`config.mk`:
```
export PLATFORM = sky130hd
export DESIGN_NAME = eco_equiv_sweeper
export DESIGN_NICKNAME = d
export VERILOG_FILES = /design/src/rtl/eco_sweep_pkg.sv /design/src/rtl/eco_fail_fifo.sv /design/src/rtl/eco_equiv_sweeper.sv
export SDC_FILE = /design/constraint.sdc
export NUM_CORES = 1
export LEC_CHECK = 0
export CORE_MARGIN = 1
export CORE_UTILIZATION = 25
export DETAILED_ROUTE_END_ITERATION = 16
export MAX_ROUTING_LAYER = met4
export PLACE_DENSITY_LB_ADDON = 0.05
export SKIP_CTS_REPAIR_TIMING = 1
export SLEW_MARGIN = 10
export SYNTH_ARGS = -nofsm -noshare
export SYNTH_HDL_FRONTEND = slang
export SYNTH_SLANG_ARGS = --single-unit
```
`constraint.sdc`:
```
create_clock -name clk -period 2.1 [get_ports clk]
set_input_delay 0.525 -clock clk [delete_from_list [all_inputs] [get_ports clk]]
set_output_delay 0.525 -clock clk [all_outputs]
set_load 0.005 [all_outputs]
```
`src/rtl/eco_sweep_pkg.sv`:
```
// Shared types for the ECO equivalence sweeper: FSM states, sweep sizing and fail-log entry layout.
package eco_sweep_pkg;

   localparam int unsigned W_DEF  = 4;
   localparam int unsigned YW_DEF = 4;
   localparam int unsigned VEC_W  = 2 * W_DEF;
   localparam int unsigned NVEC   = 1 << VEC_W;

   typedef enum logic [2:0] {
      ST_IDLE,
      ST_DRIVE,
      ST_SETTLE,
      ST_COMPARE,
      ST_DONE
   } state_e;

   typedef struct packed {
      logic [VEC_W-1:0]  vec;
      logic [YW_DEF-1:0] diff;
   } log_entry_t;

endpackage

```
`src/rtl/eco_fail_fifo.sv`:
```
// Fail-log FIFO with a registered head word; compiled only when ECO_FAIL_LOG_EN is defined.
`ifdef ECO_FAIL_LOG_EN
module eco_fail_fifo #(
   parameter int unsigned DEPTH = 4,
   parameter int unsigned DW    = 12
) (
   input  logic          clk,
   input  logic          rst,
   input  logic          clr_i,
   input  logic          push_i,
   input  logic [DW-1:0] data_i,
   input  logic          pop_i,
   output logic [DW-1:0] data_o,
   output logic          full_o,
   output logic          empty_o
);

   localparam int unsigned AW = (DEPTH > 1) ? $clog2(DEPTH) : 1;

   logic [DW-1:0] mem_q [DEPTH];
   logic [AW-1:0] wptr_q, rptr_q, rptr_d;
   logic [AW:0]   cnt_q, cnt_d, remain;
   logic          push_ok, pop_ok;

   assign full_o  = (cnt_q == (AW+1)'(DEPTH));
   assign empty_o = (cnt_q == '0);
   assign pop_ok  = pop_i && !empty_o;
   assign push_ok = push_i && (!full_o || pop_ok);
   assign rptr_d  = rptr_q + AW'(pop_ok);
   assign remain  = cnt_q - (AW+1)'(pop_ok);
   assign cnt_d   = remain + (AW+1)'(push_ok);

   always_ff @(posedge clk) begin
      if (push_ok) mem_q[wptr_q] <= data_i;
   end

   // Head word: the surviving entry at the new read pointer, or the pushed
   // word when it lands in an otherwise empty FIFO.
   always_ff @(posedge clk or posedge rst) begin
      if (rst) begin
         wptr_q <= '0;
         rptr_q <= '0;
         cnt_q  <= '0;
         data_o <= '0;
      end else if (clr_i) begin
         wptr_q <= '0;
         rptr_q <= '0;
         cnt_q  <= '0;
         data_o <= '0;
      end else begin
         if (push_ok) wptr_q <= wptr_q + AW'(1);
         rptr_q <= rptr_d;
         cnt_q  <= cnt_d;
         if (remain != '0)  data_o <= mem_q[rptr_d];
         else if (push_ok)  data_o <= data_i;
         else               data_o <= '0;
      end
   end

endmodule
`endif

```
`src/rtl/eco_equiv_sweeper.sv`:
```
// Exhaustive (a,b) sweep comparing ECO-patched vs golden netlist outputs.
// Optional fail log enabled by defining ECO_FAIL_LOG_EN.
module eco_equiv_sweeper
   import eco_sweep_pkg::*;
#(
   parameter int unsigned W         = W_DEF,
   parameter int unsigned YW        = YW_DEF,
   parameter int unsigned SETTLE    = 1,
   parameter int unsigned LOG_DEPTH = 4
) (
   input  logic              clk,
   input  logic              rst,
   input  logic              start,
   input  logic              abort,
   output logic [W-1:0]      a_o,
   output logic [W-1:0]      b_o,
   input  logic [YW-1:0]     y_impl_i,
   input  logic [YW-1:0]     y_gold_i,
   output logic              busy,
   output logic              done,
   output logic              pass,
   output logic [2*W:0]      err_cnt,
   output logic [YW-1:0]     diff_mask,
   output logic              first_fail_vld,
   output logic [2*W-1:0]    first_fail_vec,
   input  logic              log_rd,
   output logic              log_vld,
   output logic [2*W+YW-1:0] log_data,
   output logic              log_ovf
);

   localparam int unsigned VW = 2 * W;
   localparam int unsigned CW = ($clog2(SETTLE + 1) < 1) ? 1 : $clog2(SETTLE + 1);

   state_e         state_q;
   logic [VW-1:0]  vec_q;
   logic [CW-1:0]  settle_cnt_q;
   logic [W-1:0]   a_q, b_q;
   logic           busy_q, done_q, ffv_q;
   logic [VW:0]    err_cnt_q;
   logic [YW-1:0]  diff_mask_q, diff;
   logic [VW-1:0]  ffvec_q;
   logic           launch, cmp_fire, mismatch;

   assign diff     = y_impl_i ^ y_gold_i;
   assign launch   = (state_q == ST_IDLE || state_q == ST_DONE) && start && !abort;
   assign cmp_fire = (state_q == ST_COMPARE) && !abort;
   assign mismatch = cmp_fire && (diff != '0);

   always_ff @(posedge clk or posedge rst) begin
      if (rst) begin
         state_q      <= ST_IDLE;
         vec_q        <= '0;
         settle_cnt_q <= '0;
         a_q          <= '0;
         b_q          <= '0;
         busy_q       <= 1'b0;
         done_q       <= 1'b0;
         err_cnt_q    <= '0;
         diff_mask_q  <= '0;
         ffv_q        <= 1'b0;
         ffvec_q      <= '0;
      end else if (busy_q && abort) begin
         state_q <= ST_IDLE;
         busy_q  <= 1'b0;
         done_q  <= 1'b0;
      end else begin
         case (state_q)
            ST_IDLE, ST_DONE: begin
               if (launch) begin
                  state_q     <= ST_DRIVE;
                  vec_q       <= '0;
                  busy_q      <= 1'b1;
                  done_q      <= 1'b0;
                  err_cnt_q   <= '0;
                  diff_mask_q <= '0;
                  ffv_q       <= 1'b0;
                  ffvec_q     <= '0;
               end
            end
            ST_DRIVE: begin
               a_q          <= vec_q[W-1:0];
               b_q          <= vec_q[VW-1:W];
               settle_cnt_q <= '0;
               state_q      <= (SETTLE > 0) ? ST_SETTLE : ST_COMPARE;
            end
            ST_SETTLE: begin
               if (settle_cnt_q == CW'(SETTLE - 1)) state_q <= ST_COMPARE;
               else settle_cnt_q <= settle_cnt_q + CW'(1);
            end
            ST_COMPARE: begin
               if (mismatch) begin
                  err_cnt_q   <= err_cnt_q + (VW+1)'(1);
                  diff_mask_q <= diff_mask_q | diff;
                  if (!ffv_q) begin
                     ffv_q   <= 1'b1;
                     ffvec_q <= vec_q;
                  end
               end
               if (&vec_q) begin
                  state_q <= ST_DONE;
                  busy_q  <= 1'b0;
                  done_q  <= 1'b1;
               end else begin
                  vec_q   <= vec_q + VW'(1);
                  state_q <= ST_DRIVE;
               end
            end
            default: state_q <= ST_IDLE;
         endcase
      end
   end

   assign a_o            = a_q;
   assign b_o            = b_q;
   assign busy           = busy_q;
   assign done           = done_q;
   assign pass           = done_q && (err_cnt_q == '0);
   assign err_cnt        = err_cnt_q;
   assign diff_mask      = diff_mask_q;
   assign first_fail_vld = ffv_q;
   assign first_fail_vec = ffvec_q;

`ifdef ECO_FAIL_LOG_EN
   logic log_full, log_empty, log_ovf_q;

   eco_fail_fifo #(
      .DEPTH (LOG_DEPTH),
      .DW    (VW + YW)
   ) u_fail_fifo (
      .clk     (clk),
      .rst     (rst),
      .clr_i   (launch),
      .push_i  (mismatch),
      .data_i  ({vec_q, diff}),
      .pop_i   (log_rd),
      .data_o  (log_data),
      .full_o  (log_full),
      .empty_o (log_empty)
   );

   assign log_vld = !log_empty;

   // A same-cycle pop frees the slot, so only an unpopped full FIFO drops.
   always_ff @(posedge clk or posedge rst) begin
      if (rst)                                             log_ovf_q <= 1'b0;
      else if (launch)                                     log_ovf_q <= 1'b0;
      else if (mismatch && log_full && !(log_rd && log_vld)) log_ovf_q <= 1'b1;
   end

   assign log_ovf = log_ovf_q;
`else
   logic log_unused;

   assign log_vld    = 1'b0;
   assign log_data   = '0;
   assign log_ovf    = 1'b0;
   assign log_unused = log_rd | (LOG_DEPTH == 0);
`endif

endmodule

```
# Word-level counts from Yosys, hierarchy flattened
# Index checks and enable logic that the tools add are counted.
[word_totals]
out_inout_bits = 47
inputBits = 13
reg_bits = 44
[classes]
bitwise_logic = 3
reduce_logical = 23
muxes = 29
eq_ne = 11
add_sub_neg = 3
[op_table]
columns = ["operator", "count"]
rows = [
  ["two-way mux 8 bit", 4],
  ["case mux 8 bit (2 select lines)", 2],
  ["two-way mux 9 bit", 2],
  ["case mux 9 bit (2 select lines)", 1],
  ["two-way mux 3 bit", 4],
  ["case mux 3 bit (4 select lines)", 1],
  ["adder 9 x 1 -> 9 bit, second input constant", 1],
  ["logical NOT 9 bit", 1],
  ["adder 8 x 1 -> 8 bit, second input constant", 1],
  ["two-way mux 1 bit", 8],
  ["two-way mux 4 bit", 2],
  ["!= test 2 bit, second input constant", 4],
  ["case mux 1 bit (2 select lines)", 4],
  ["case mux 4 bit (2 select lines)", 1],
  ["AND reduction 4 bit", 2],
  ["AND reduction 8 bit", 1],
  ["== test 3 x 2 -> 1 bit, second input constant", 2],
  ["logical AND 1 bit", 6],
  ["!= test 3 bit, second input constant", 2],
  ["AND reduction 2 bit", 3],
  ["AND reduction 5 bit", 1],
  ["bitwise OR 4 bit", 1],
  ["nonzero test 2 bit", 2],
  ["nonzero test 4 bit", 1],
  ["12 further kinds", 12],
]

# Logic depth before layout (Yosys ltp)
# Gate-level depths: netlist of the first run.
[depth]
ltp_word = 7
ltp_mapped = 6
mapped_depth_nobuf = 5

# Least setup slack after synthesis of the first run
# OpenSTA, ideal clock, no wires.
[synth_timing]
path_kind = "in2reg"
start = "in y_gold_i[2]"
end = "reg err_cnt_q[2], in the netlist err_cnt[2]"
path_stages = 5
slack_ns = 0.354
setup_time_ns = 0.126
arrival_time_ns = 1.620
cell_sequence = "xnor2_1 and4_1 clkbuf_1 nor4b_1 a311o_1"
[synth_between]
elab_chain_len = 5
[synth_rtl]
columns = ["item", "line", "rtl"]
rows = [
  ["start: declaration", "eco_equiv_sweeper.sv:18", "input logic [YW-1:0] y_gold_i,"],
  ["bitwise XOR 4 bit", "eco_equiv_sweeper.sv:45", "assign diff = y_impl_i ^ y_gold_i;"],
  ["nonzero test 4 bit", "eco_equiv_sweeper.sv:48", "assign mismatch = cmp_fire && (diff != '0);"],
  ["logical AND 1 bit", "eco_equiv_sweeper.sv:48", ""],
  ["!= test 2 bit (no line)", "--", ""],
  ["AND reduction 4 bit (no line)", "--", ""],
  ["end signal: assignment", "eco_equiv_sweeper.sv:93", "err_cnt_q <= err_cnt_q + (VW+1)'(1);"],
  ["end: declaration", "eco_equiv_sweeper.sv:40", "logic [VW:0] err_cnt_q;"],
]
# No other way between the ends.
# A chain may end at the register's enable or synchronous reset.

# Final worst setup path of the first run
[layout_timing]
start = "reg err_cnt_q[1], in the netlist err_cnt[1]"
end = "out pass"
[layout_between]
elab_chain_len = 2
[layout_rtl]
columns = ["item", "line", "rtl"]
rows = [
  ["logical NOT 9 bit", "eco_equiv_sweeper.sv:118", "assign pass = done_q && (err_cnt_q == '0);"],
  ["logical AND 1 bit", "eco_equiv_sweeper.sv:118", ""],
  ["end: declaration", "eco_equiv_sweeper.sv:21", "output logic pass,"],
]
# No other way between the ends.

==> results of run 1 <==
==> worst max path at each step <==
stage / from / to / slack [ns] / depth (start not counted)
after floorplan: y_gold_i[2] / err_cnt[2] / 0.35 / 5
after global routing: err_cnt[1] / pass / -0.1 / 6
after detailed placement: abort / vec_q[3] / -0.17 / 5
final: err_cnt[1] / pass / 0.06 / 6
after CTS: err_cnt[1] / pass / -0.47 / 6
after global placement: abort / vec_q[5] / -0.18 / 6
==> per-stage QoR <==
step | hold slack, ns | cells | total power (W) | setup WS, ns
finish | 0.4881 | 411 | 0.003532 | 0.05966
global route | 0.5221 | 411 | 0.003792 | -0.09507
CTS | 0.4963 | 411 | 0.003575 | -0.4706
detailed placement | 0.4733 | 403 | 0.002753 | -0.1669
global placement | 0.4667 | 403 | 0.002757 | -0.1803
floorplan | 0.4733 | 242 | 0.001985 | 0.3540
==> cell families after synthesis <==
family	share of synthesized area
AOI/OAI and AO/OA	0.1243
xor gates and xnor gates	0.02731
adders and majority gates	0.01672
buffers and inverters	0.09086
DFF	0.4794
muxes	0.06299
other	0.001671
and+or+nand+nor	0.1968
==> worst max-delay path: stages (launching register included) <==
cell and delay [ns]:
dfrtp_1 0.39, inv_1 0.07, ha_1 0.15, nor4b_2 0.18
nand3b_1 0.13, nor4_2 0.14, dlymetal6s2s_1 0.15
==> state kept, by name (all words and copies together) (netlist names) <==
| name | flops |
|---|---|
| diff_mask | 4 |
| state_q | 3 |
| first_fail_vld | 1 |
| err_cnt | 9 |
| b_o | 4 |
| done | 1 |
| a_o | 4 |
| busy | 1 |
| first_fail_vec | 8 |
| vec_q | 8 |
==> per-layer routing <==
layer / up-vias / routed length (µm) / GRT usage / share of wire
met5: - / 0 / - / 0
met4: 0 / 63 / 0.03789 / 0.012
met3: 5 / 192 / 0.02890 / 0.035
met2: 36 / 2424 / 0.1755 / 0.45
met1: 854 / 2731 / 0.1740 / 0.50
li1: 917 / - / - / -
==> cells in the final DEF (no fill, tap or decap), types with 4 or more instances in the layout <==
| master | netlist | layout |
|---|---|---|
| mux2i_1 | 13 | 13 |
| conb_1 | 1 | 14 |
| nand2_1 | 38 | 38 |
| nand3_1 | 8 | 8 |
| xnor2_1 | 4 | 4 |
| nor4_1 | 6 | 5 |
| buf_4 | 14 | 31 |
| o21ai_0 | 18 | 18 |
| o211ai_1 | 5 | 5 |
| dfrtp_1 | 43 | 43 |
| inv_1 | 13 | 12 |
| clkbuf_8 | 0 | 5 |
| a21oi_1 | 8 | 7 |
| clkdlybuf4s50_1 | 0 | 43 |
==> final cells by class <==
class                           instances  area (µm²)  area share
Clock buffer                            5       68.82     0.02204
Clock inverter                          3       67.56     0.02164
Inverter                               13       48.80     0.01563
Multi-Input combinational cell        163        1030      0.3299
Sequential cell                        43        1076      0.3447
Tap cell                              108       135.1     0.04329
Timing Repair Buffer                   76       695.7      0.2228
==> where the power goes <==
group	total [W]	internal [W]	switching, W
clock	0.000799	0.000475	0.000324
sequential	0.00126	0.00107	0.000193
combinational	0.00147	0.000807	0.000663
==> impl_metrics.tcl, run 1 <==
set metrics [dict create \
    outcome "finished, final reports clean" \
    drt-initial-drc-count 64 \
    port_buffers 44 \
    max_freq_ghz 0.4901 \
    synthDominantCellAreaShare 0.4794 \
    timing.rr.end "err_cnt[6]" \
    path_max_fanout 2 \
    rsz0062_at_grt "true" \
    synth_common_cells "dfrtp_1 (43), nand2_1 (38), o21ai_0 (18)" \
    cts-root-buf "clkbuf_8" \
    layout.nets 318 \
    antenna_left 0 \
    synth_area_leaders "dfrtp_1 (48%), nand2_1 (6.4%), mux2i_1 (5.8%)" \
    yosys.area.top_type "dfrtp_1" \
    min_from "diff_mask[3]" \
    num_rows 34 \
    r2r-start "state_q[2]" \
    grt_overflow 0 \
    fp.dieH_um 96.76 \
    io_pins 60 \
    grtUsageTotal 0.1237 \
    core_area_um2 8721 \
    maxCapViolCount 0 \
    wl_um 5411 \
    async_flop_share 1.000 \
    drt_first_pass_iters 4 \
    grt_pass1_wl_um 9128 \
    finalClockSkew_ns 0.01174 \
    syn2layout_area_growth_pct 39.07 \
    fin_tns_setup_ns 0 \
    ys_seq_area_frac 0.4794 \
    finalSetupViolations 0 \
    clk_path_buf_depth 2 \
    syn_inst 229 \
    grt_pass1_vias 1749 \
    grt_max_degree 24 \
    period_minus_slack_ns 2.040 \
    via_per_inst 4.409 \
    cp.required_ns 1.57 \
    dpl_cell_area_um2 2967 \
    postLayoutCellArea_um2 3122 \
    nFillCells 891 \
    h-tree-depth 2 \
    antenna_found_initial 0 \
    arrival_ns 1.52 \
    vias 1812 \
    die_w_um 96.76 \
    power_density_nw_per_um2 1132 \
    reg2regPathDepth 5 \
    ys_ff_latch 43 \
    post_drt_wl_per_cell_um 13.17 \
    clock_latency_ns 0.30 \
    syn_area_um2 2245 \
    dp_hpwl_um 3936 \
    maxSlewViolCount 0 \
    die_area_um2 9362 \
    cp-end-kind "output port" \
    gp_congestion 0.7101 \
    drcViolationCount 0 \
    synth_ff_type "dfrtp_1" \
    drive_above_1_share 0.1683 \
    power.leakage_nw 1.330 \
    synth_edf_count 0 \
    finalCritPeriodShare 0.9716 \
    yosysWarnings 0 \
    crit_type "reg -> out" \
    ir_worst_vdd_uv 392.4 \
    cts_tree "built" \
    avgSynthCellArea_um2 9.802 \
    cts_buffers 5 \
    critPathLaunchType "register" \
    r2r_setup_slack_ns 0.29 \
    antennaDiodeCount 0 \
    start_util 0.2574 \
    synth.most_common_cell "dfrtp_1" \
    clkTransAtPathRegs_ns 0.09 \
    synth_cell_types 42 \
    holdPathStages 2 \
    cts_sinks 43 \
    postLayoutCoreUtil 0.3580 \
    hold_violations 0 \
    min_to "diff_mask[3]" \
    holdCritPathClass "reg -> reg" \
]
Power figures use the tool's default switching activity.
==> run 2: changes to the inputs <==
--- a/config.mk
+++ b/config.mk
@@ -7,6 +7,7 @@
 export LEC_CHECK = 0
 export CORE_MARGIN = 1
 export CORE_UTILIZATION = 25
+export CTS_CLUSTER_DIAMETER = 40
 export DETAILED_ROUTE_END_ITERATION = 16
 export MAX_ROUTING_LAYER = met4
 export PLACE_DENSITY_LB_ADDON = 0.05
==> results of run 2 <==
No change in the layout: final DEF, timing and power equal those of run 1.
==> run 3: changes to the inputs <==
--- a/config.mk
+++ b/config.mk
@@ -9,6 +9,7 @@
 export CORE_UTILIZATION = 25
 export CTS_CLUSTER_DIAMETER = 40
 export DETAILED_ROUTE_END_ITERATION = 16
+export HOLD_SLACK_MARGIN = 0.15
 export MAX_ROUTING_LAYER = met4
 export PLACE_DENSITY_LB_ADDON = 0.05
 export SKIP_CTS_REPAIR_TIMING = 1
==> results of run 3 <==
No change in the layout: final DEF, timing and power equal those of run 1.
==> patch 1, RTL diff (flow settings as in run 1) <==
Register the output `err_cnt` once more, cleared by the reset; this adds one clock of latency there. The other outputs are not delayed to match.
--- a/src/rtl/eco_equiv_sweeper.sv
+++ b/src/rtl/eco_equiv_sweeper.sv
@@ -116,7 +116,13 @@
    assign busy           = busy_q;
    assign done           = done_q;
    assign pass           = done_q && (err_cnt_q == '0);
-   assign err_cnt        = err_cnt_q;
+   always_ff @(posedge clk or posedge rst) begin
+      if (rst) begin
+         err_cnt <= '0;
+      end else begin
+         err_cnt <= err_cnt_q;
+      end
+   end
    assign diff_mask      = diff_mask_q;
    assign first_fail_vld = ffv_q;
    assign first_fail_vec = ffvec_q;
Function: changed (Yosys sat finds a counterexample within 10 cycles, from zero or initial values and one cycle with rst high).
==> patch 1 against run 1 <==
  * The run now ends with negative setup slack left
  * Power down 12%
  * Sequential cell count increased by 9
  * Die area grew 5.6%
  * Synthesized area up 5.7%
  * Global-route usage is 0.40 points lower
  * Clock skew fell by 0.0054 ns
  * Design area up 1.9%
  * Setup slack worse by 0.11 ns
  * Routed wire length decreased by 0.61%
  * Count of clock-buffer cells in the layout is 1 higher
  * Combinational power is 31% lower
  * Fmax shrank 5.1%
  * Critical path type unchanged
  * Largest power group is now registers
==> patch 1: results (changes against run 1) <==
place:
  routabilityCongestion: 0.729  # was 0.710
  hpwl_mm: 3.81  # was 3.94 mm
  numPlacedInstances: 389  # was 403
  placed_cell_area_mm2: 0.00304  # was 0.00297 mm2
yosys:
  seq_area_frac_synth_pct: 54.9  # was 47.9%
  netlist-cell-type-count: 43  # was 42
  synthTopCellsByCount: "52 x dfrtp_1, 24 x nand2_1, 15 x inv_1, 15 x o21ai_0, 14 x buf_4"  # was 43 x dfrtp_1, 38 x nand2_1, 18 x o21ai_0
  yosysWarningCount: 0  # unchanged
  async_reset_ff_share_pct: 100  # unchanged
  synth.top_cells.by_area: "dfrtp_1 55%, buf_4 4.4%, mux2i_1 4.2%"  # was dfrtp_1 48%, nand2_1 6.4%, mux2i_1 5.8%
  synth_fa_ha_area_share_pct: 1.58  # was 1.67%
  synth_cells: 221  # was 229
  synth-xor-area-share_pct: 2.95  # was 2.73%
  synth_compound_area_share_pct: 12.6  # was 12.4%
  synthMuxAreaShare_pct: 4.22  # was 6.30%
routing:
  vias_per_cell: 4.43  # was 4.41
  routedWlPerCell_um: 13.5  # was 13.2 um
  initialDrtViolationCount: 57  # was 64
  vias: 1759  # was 1812
power_and_ir_drop:
  cellLeakagePower_nw: 1.39  # was 1.33 nW
  peakVddDrop_uv: 340  # was 392 uV
sta:
  layout_setup_ws_ns: -0.0490  # was 0.0597 ns
  tightest_slew_ns: 0.641
  clock_skew_ns: 0.00636  # was 0.0117 ns
  final-setup-viol-count: 1  # was 0
finish:
  drive_above_1_share_pct: 13.6  # was 16.8%
  fill_cells: 943  # was 891
  fin_nets: 301  # was 318
clock_tree:
  root_buffer: "clkbuf_8"  # unchanged
  htree_levels: 2  # unchanged
  clk_pin_slew_ns: 0.10
  clk_path_buf_depth: 2  # unchanged
global_route:
  grt_pass1_wl_mm: 8.86  # was 9.13 mm
  grt_pass1_vias: 1697  # was 1749
  track_usage_pct: 12.0  # was 12.4%
  grt_max_degree: 53  # was 24
  antenna_found_initial: 0  # unchanged
worst_setup_path:
  worstReg2RegStart: "vec_q[0]"  # was state_q[2]
  crit_fanout: 2  # unchanged
  cp.arrival_ns: 1.62  # was 1.52 ns
  crit_start: "err_cnt_q[0]"  # was err_cnt[1]
hold_path:
  hold_depth: 0  # was 2
  worstHoldStart: "err_cnt_q[8]"  # was diff_mask[3]
status:
  violations: "negative setup slack"
  outcome: "finished with violations"  # was finished clean
==> patch 1: cells by family after synthesis <==
group | Yosys count
compound gates | 43
xor+xnor | 8
fa+ha+maj | 3
buf+inv | 37
flops | 52
mux | 10
other cells | 1
simple gates | 67
==> patch 1: stage by stage <==
stage / utilization (%) / TNS (ns) / setup WS [ns]
global route: 34.6 / -0.188 / -0.188
detailed placement: 33.1 / -3.77 / -0.283
floorplan: - / 0 / 0.317
CTS: 34.4 / -0.673 / -0.673
global placement: 33.1 / -3.88 / -0.278
finish: 34.6 / -0.0490 / -0.0490
==> patch 1: final cells by class <==
class / instances / area, um2 / area share (%)
Clock buffer: 6 / 82.6 / 2.60
Clock inverter: 2 / 38.8 / 1.22
Inverter: 15 / 56.3 / 1.77
Multi-Input combinational cell: 145 / 937 / 29.5
Sequential cell: 52 / 1300 / 40.9
Tap cell: 111 / 139 / 4.37
Timing Repair Buffer: 66 / 626 / 19.7
==> patch 1: path summary, 6_finish.rpt <==
path / end / slack (ns)
setup reg to reg: vec_q[7] / 0.28
min in group asynchronous: err_cnt[4] / 0.59
setup / recovery: pass / -0.05
hold / removal: err_cnt[8] / 0.44
hold reg to reg: err_cnt[8] / 0.44
max in group asynchronous: state_q[0] / 1.28
==> patch 1: power breakdown <==
| part | internal [W] | total [W] | switching, W |
|---|---|---|---|
| clock | 0.000390 | 0.000742 | 0.000352 |
| combinational | 0.000556 | 0.00101 | 0.000451 |
| sequential | 0.00120 | 0.00137 | 0.000162 |
==> patch 1: routing by layer <==
metal	wire (um)	GRT usage [%]	vias to the layer above	share of wire (%)
met1	2730	16.1	838	51
met4	80	3.73	0	1.5
li1	-	-	882	-
met2	2390	17.8	34	45
met5	0	-	-	0
met3	176	2.81	5	3.3
==> patch 2, RTL diff (flow settings as in run 1) <==
Without the edit above. Set the package constant `W_DEF` to 5 (it was 4).
--- a/src/rtl/eco_sweep_pkg.sv
+++ b/src/rtl/eco_sweep_pkg.sv
@@ -1,7 +1,7 @@
 // Shared types for the ECO equivalence sweeper: FSM states, sweep sizing and fail-log entry layout.
 package eco_sweep_pkg;
 
-   localparam int unsigned W_DEF  = 4;
+   localparam int unsigned W_DEF  = 5;
    localparam int unsigned YW_DEF = 4;
    localparam int unsigned VEC_W  = 2 * W_DEF;
    localparam int unsigned NVEC   = 1 << VEC_W;
Ports: changed (5 resized); port bits go from 60 to 68. The function was not compared with the original's and may differ.
==> patch 2 against run 1 <==
  * Routed wire length increased by 30%
  * Design area increased by 18%
  * Die area rose by 19%
  * Setup slack got worse by 0.0059 ns
  * Worst hold slack got worse by 0.0019 ns
  * Sequential cell count is 8 higher
  * Synthesized area grew 20%
  * Core utilization is 0.41 points lower
  * Power shrank 2.3%
  * Largest power group is now registers
==> patch 2: results (changes against run 1) <==
routing:
  initialDrtViolationCount: 74  # was 64
  drc: 0  # unchanged
  met3_length_um: 239  # was 192 um
  routedWlPerCell_um: 14.9  # was 13.2 um
  met1_length_mm: 3.51  # was 2.73 mm
  vias_per_cell: 4.68  # was 4.41
  routed.top_layer: "met4"  # unchanged
  dr.pass1.iters: 4  # unchanged
  met2_length_mm: 3.21  # was 2.42 mm
sta:
  clock_skew_ns: 0.0144  # was 0.0117 ns
  tightest_slew_ns: 0.675
worst_setup_path:
  crit_fanout: 2  # unchanged
  cp.arrival_ns: 1.52  # about the same
power_and_ir_drop:
  switching_share_pct: 35.0  # was 33.4%
  finalPower_w: 0.00345  # was 0.00353 W
  pg_seq_w: 0.00144  # was 0.00126 W
  cellLeakagePower_nw: 1.65  # was 1.33 nW
  peakVddDrop_uv: 392  # about the same
  comb_power_share_pct: 41.6  # about the same
clock_tree:
  clk_path_buf_depth: 2  # unchanged
  htree_levels: 2  # unchanged
  cts_buffers: 5  # unchanged
  clk_pin_slew_ns: 0.10
  root_buffer: "clkbuf_8"  # unchanged
  clk_latency_ns: 0.31
status:
  outcome: "finished clean"  # unchanged
finish:
  finish.utilization_pct: 35.4  # was 35.8%
  fin_nets: 353  # was 318
  largest_reg_flops: 11  # was 9
  drive_above_1_share_pct: 21.1  # was 16.8%
  fill_cells: 1064  # was 891
  n_antenna_cell: 0  # unchanged
place:
  hpwl_mm: 5.00  # was 3.94 mm
  placed_cell_area_mm2: 0.00355  # was 0.00297 mm2
  io_buffers: 50  # was 44
  pre_cts_ws_ns: -0.247  # was -0.167 ns
  routabilityCongestion: 0.768  # was 0.710
yosys:
  netlist-cell-type-count: 51  # was 42
  synthTopCellsByCount: "51 x dfrtp_1, 18 x nand2_1, 17 x buf_4"  # was 43 x dfrtp_1, 38 x nand2_1, 18 x o21ai_0
  async_reset_ff_share_pct: 100  # unchanged
  seq_area_frac_synth_pct: 47.5  # was 47.9%
  synth.top_cells.by_area: "dfrtp_1 48%, buf_4 4.8%, mux2_2 3.8%"  # was dfrtp_1 48%, nand2_1 6.4%, mux2i_1 5.8%
  yosysWarningCount: 0  # unchanged
global_route:
  antenna_found_initial: 0  # unchanged
  grtUsageMet1_pct: 19.3  # was 17.4%
  grt_pass1_wl_mm: 11.6  # was 9.13 mm
  grt_max_degree: 52  # was 24
  use_met3_pct: 2.04  # was 2.89%
  grt_pass1_vias: 2096  # was 1749
  track_usage_pct: 13.8  # was 12.4%
  use_met2_pct: 20.8  # was 17.6%
hold_path:
  hold_path_class: "reg -> reg"  # unchanged
patch 2: changes by cell type in the layout (fill, tap and decap cells not counted), moves of 6 or more:
cell	before	now
a22o_1	1	10
clkdlybuf4s50_1	43	49
dfrtp_1	43	51
inv_1	12	3
mux2_2	1	9
mux2i_1	13	4
nand2_1	38	18
patch 2: area by class of cell:
cell class	instances	area [um2]	area share, %
Clock inverter	2	13.8	0.375
Timing Repair Buffer	87	811	22.1
Sequential cell	51	1280	34.8
Clock buffer	5	68.8	1.88
Inverter	6	22.5	0.614
Tap cell	136	170	4.64
Multi-Input combinational cell	186	1310	35.6
patch 2: metrics by stage:
stage / TNS, ns / instances
2_1_floorplan: 0 / 270
3_3_place_gp: -4.96 / 466
3_5_place_dp: -5.07 / 466
4_1_cts: -0.603 / 473
5_1_grt: -0.0628 / 473
6_report: 0 / 473
patch 2: kinds of logic (layout without fill, tap and decap cells):
group	after synthesis	after routing	share of synthesized area, %
and+or+nand+nor	89	89	20.1
AOI/OAI and AO/OA	54	54	14.3
DFF	51	51	47.5
buffers and inverters	33	100	7.64
muxes	13	13	5.27
xor gates and xnor gates	11	11	3.59
adders and majority gates	3	3	1.40
other	1	16	0.140
patch 2: path summary, 6_finish.rpt:
check                             start            to  slack, ns  cells past startpoint
min in group asynchronous           rst    err_cnt[9]       0.58                      3
hold / removal             diff_mask[1]  diff_mask[1]       0.49                      2
max in group asynchronous           rst  diff_mask[3]       1.27                      3
setup reg to reg             state_q[0]      vec_q[7]       0.16                      5
setup / recovery             err_cnt[1]          pass       0.05                      6
hold reg to reg            diff_mask[1]  diff_mask[1]       0.49                      2
patch 2: critical path: stages (launching register included):
cell	delay (ns)
dfrtp_1	0.40
inv_2	0.08
ha_4	0.13
nor4b_4	0.17
nand2_1	0.10
nor4_2	0.17
buf_2	0.16
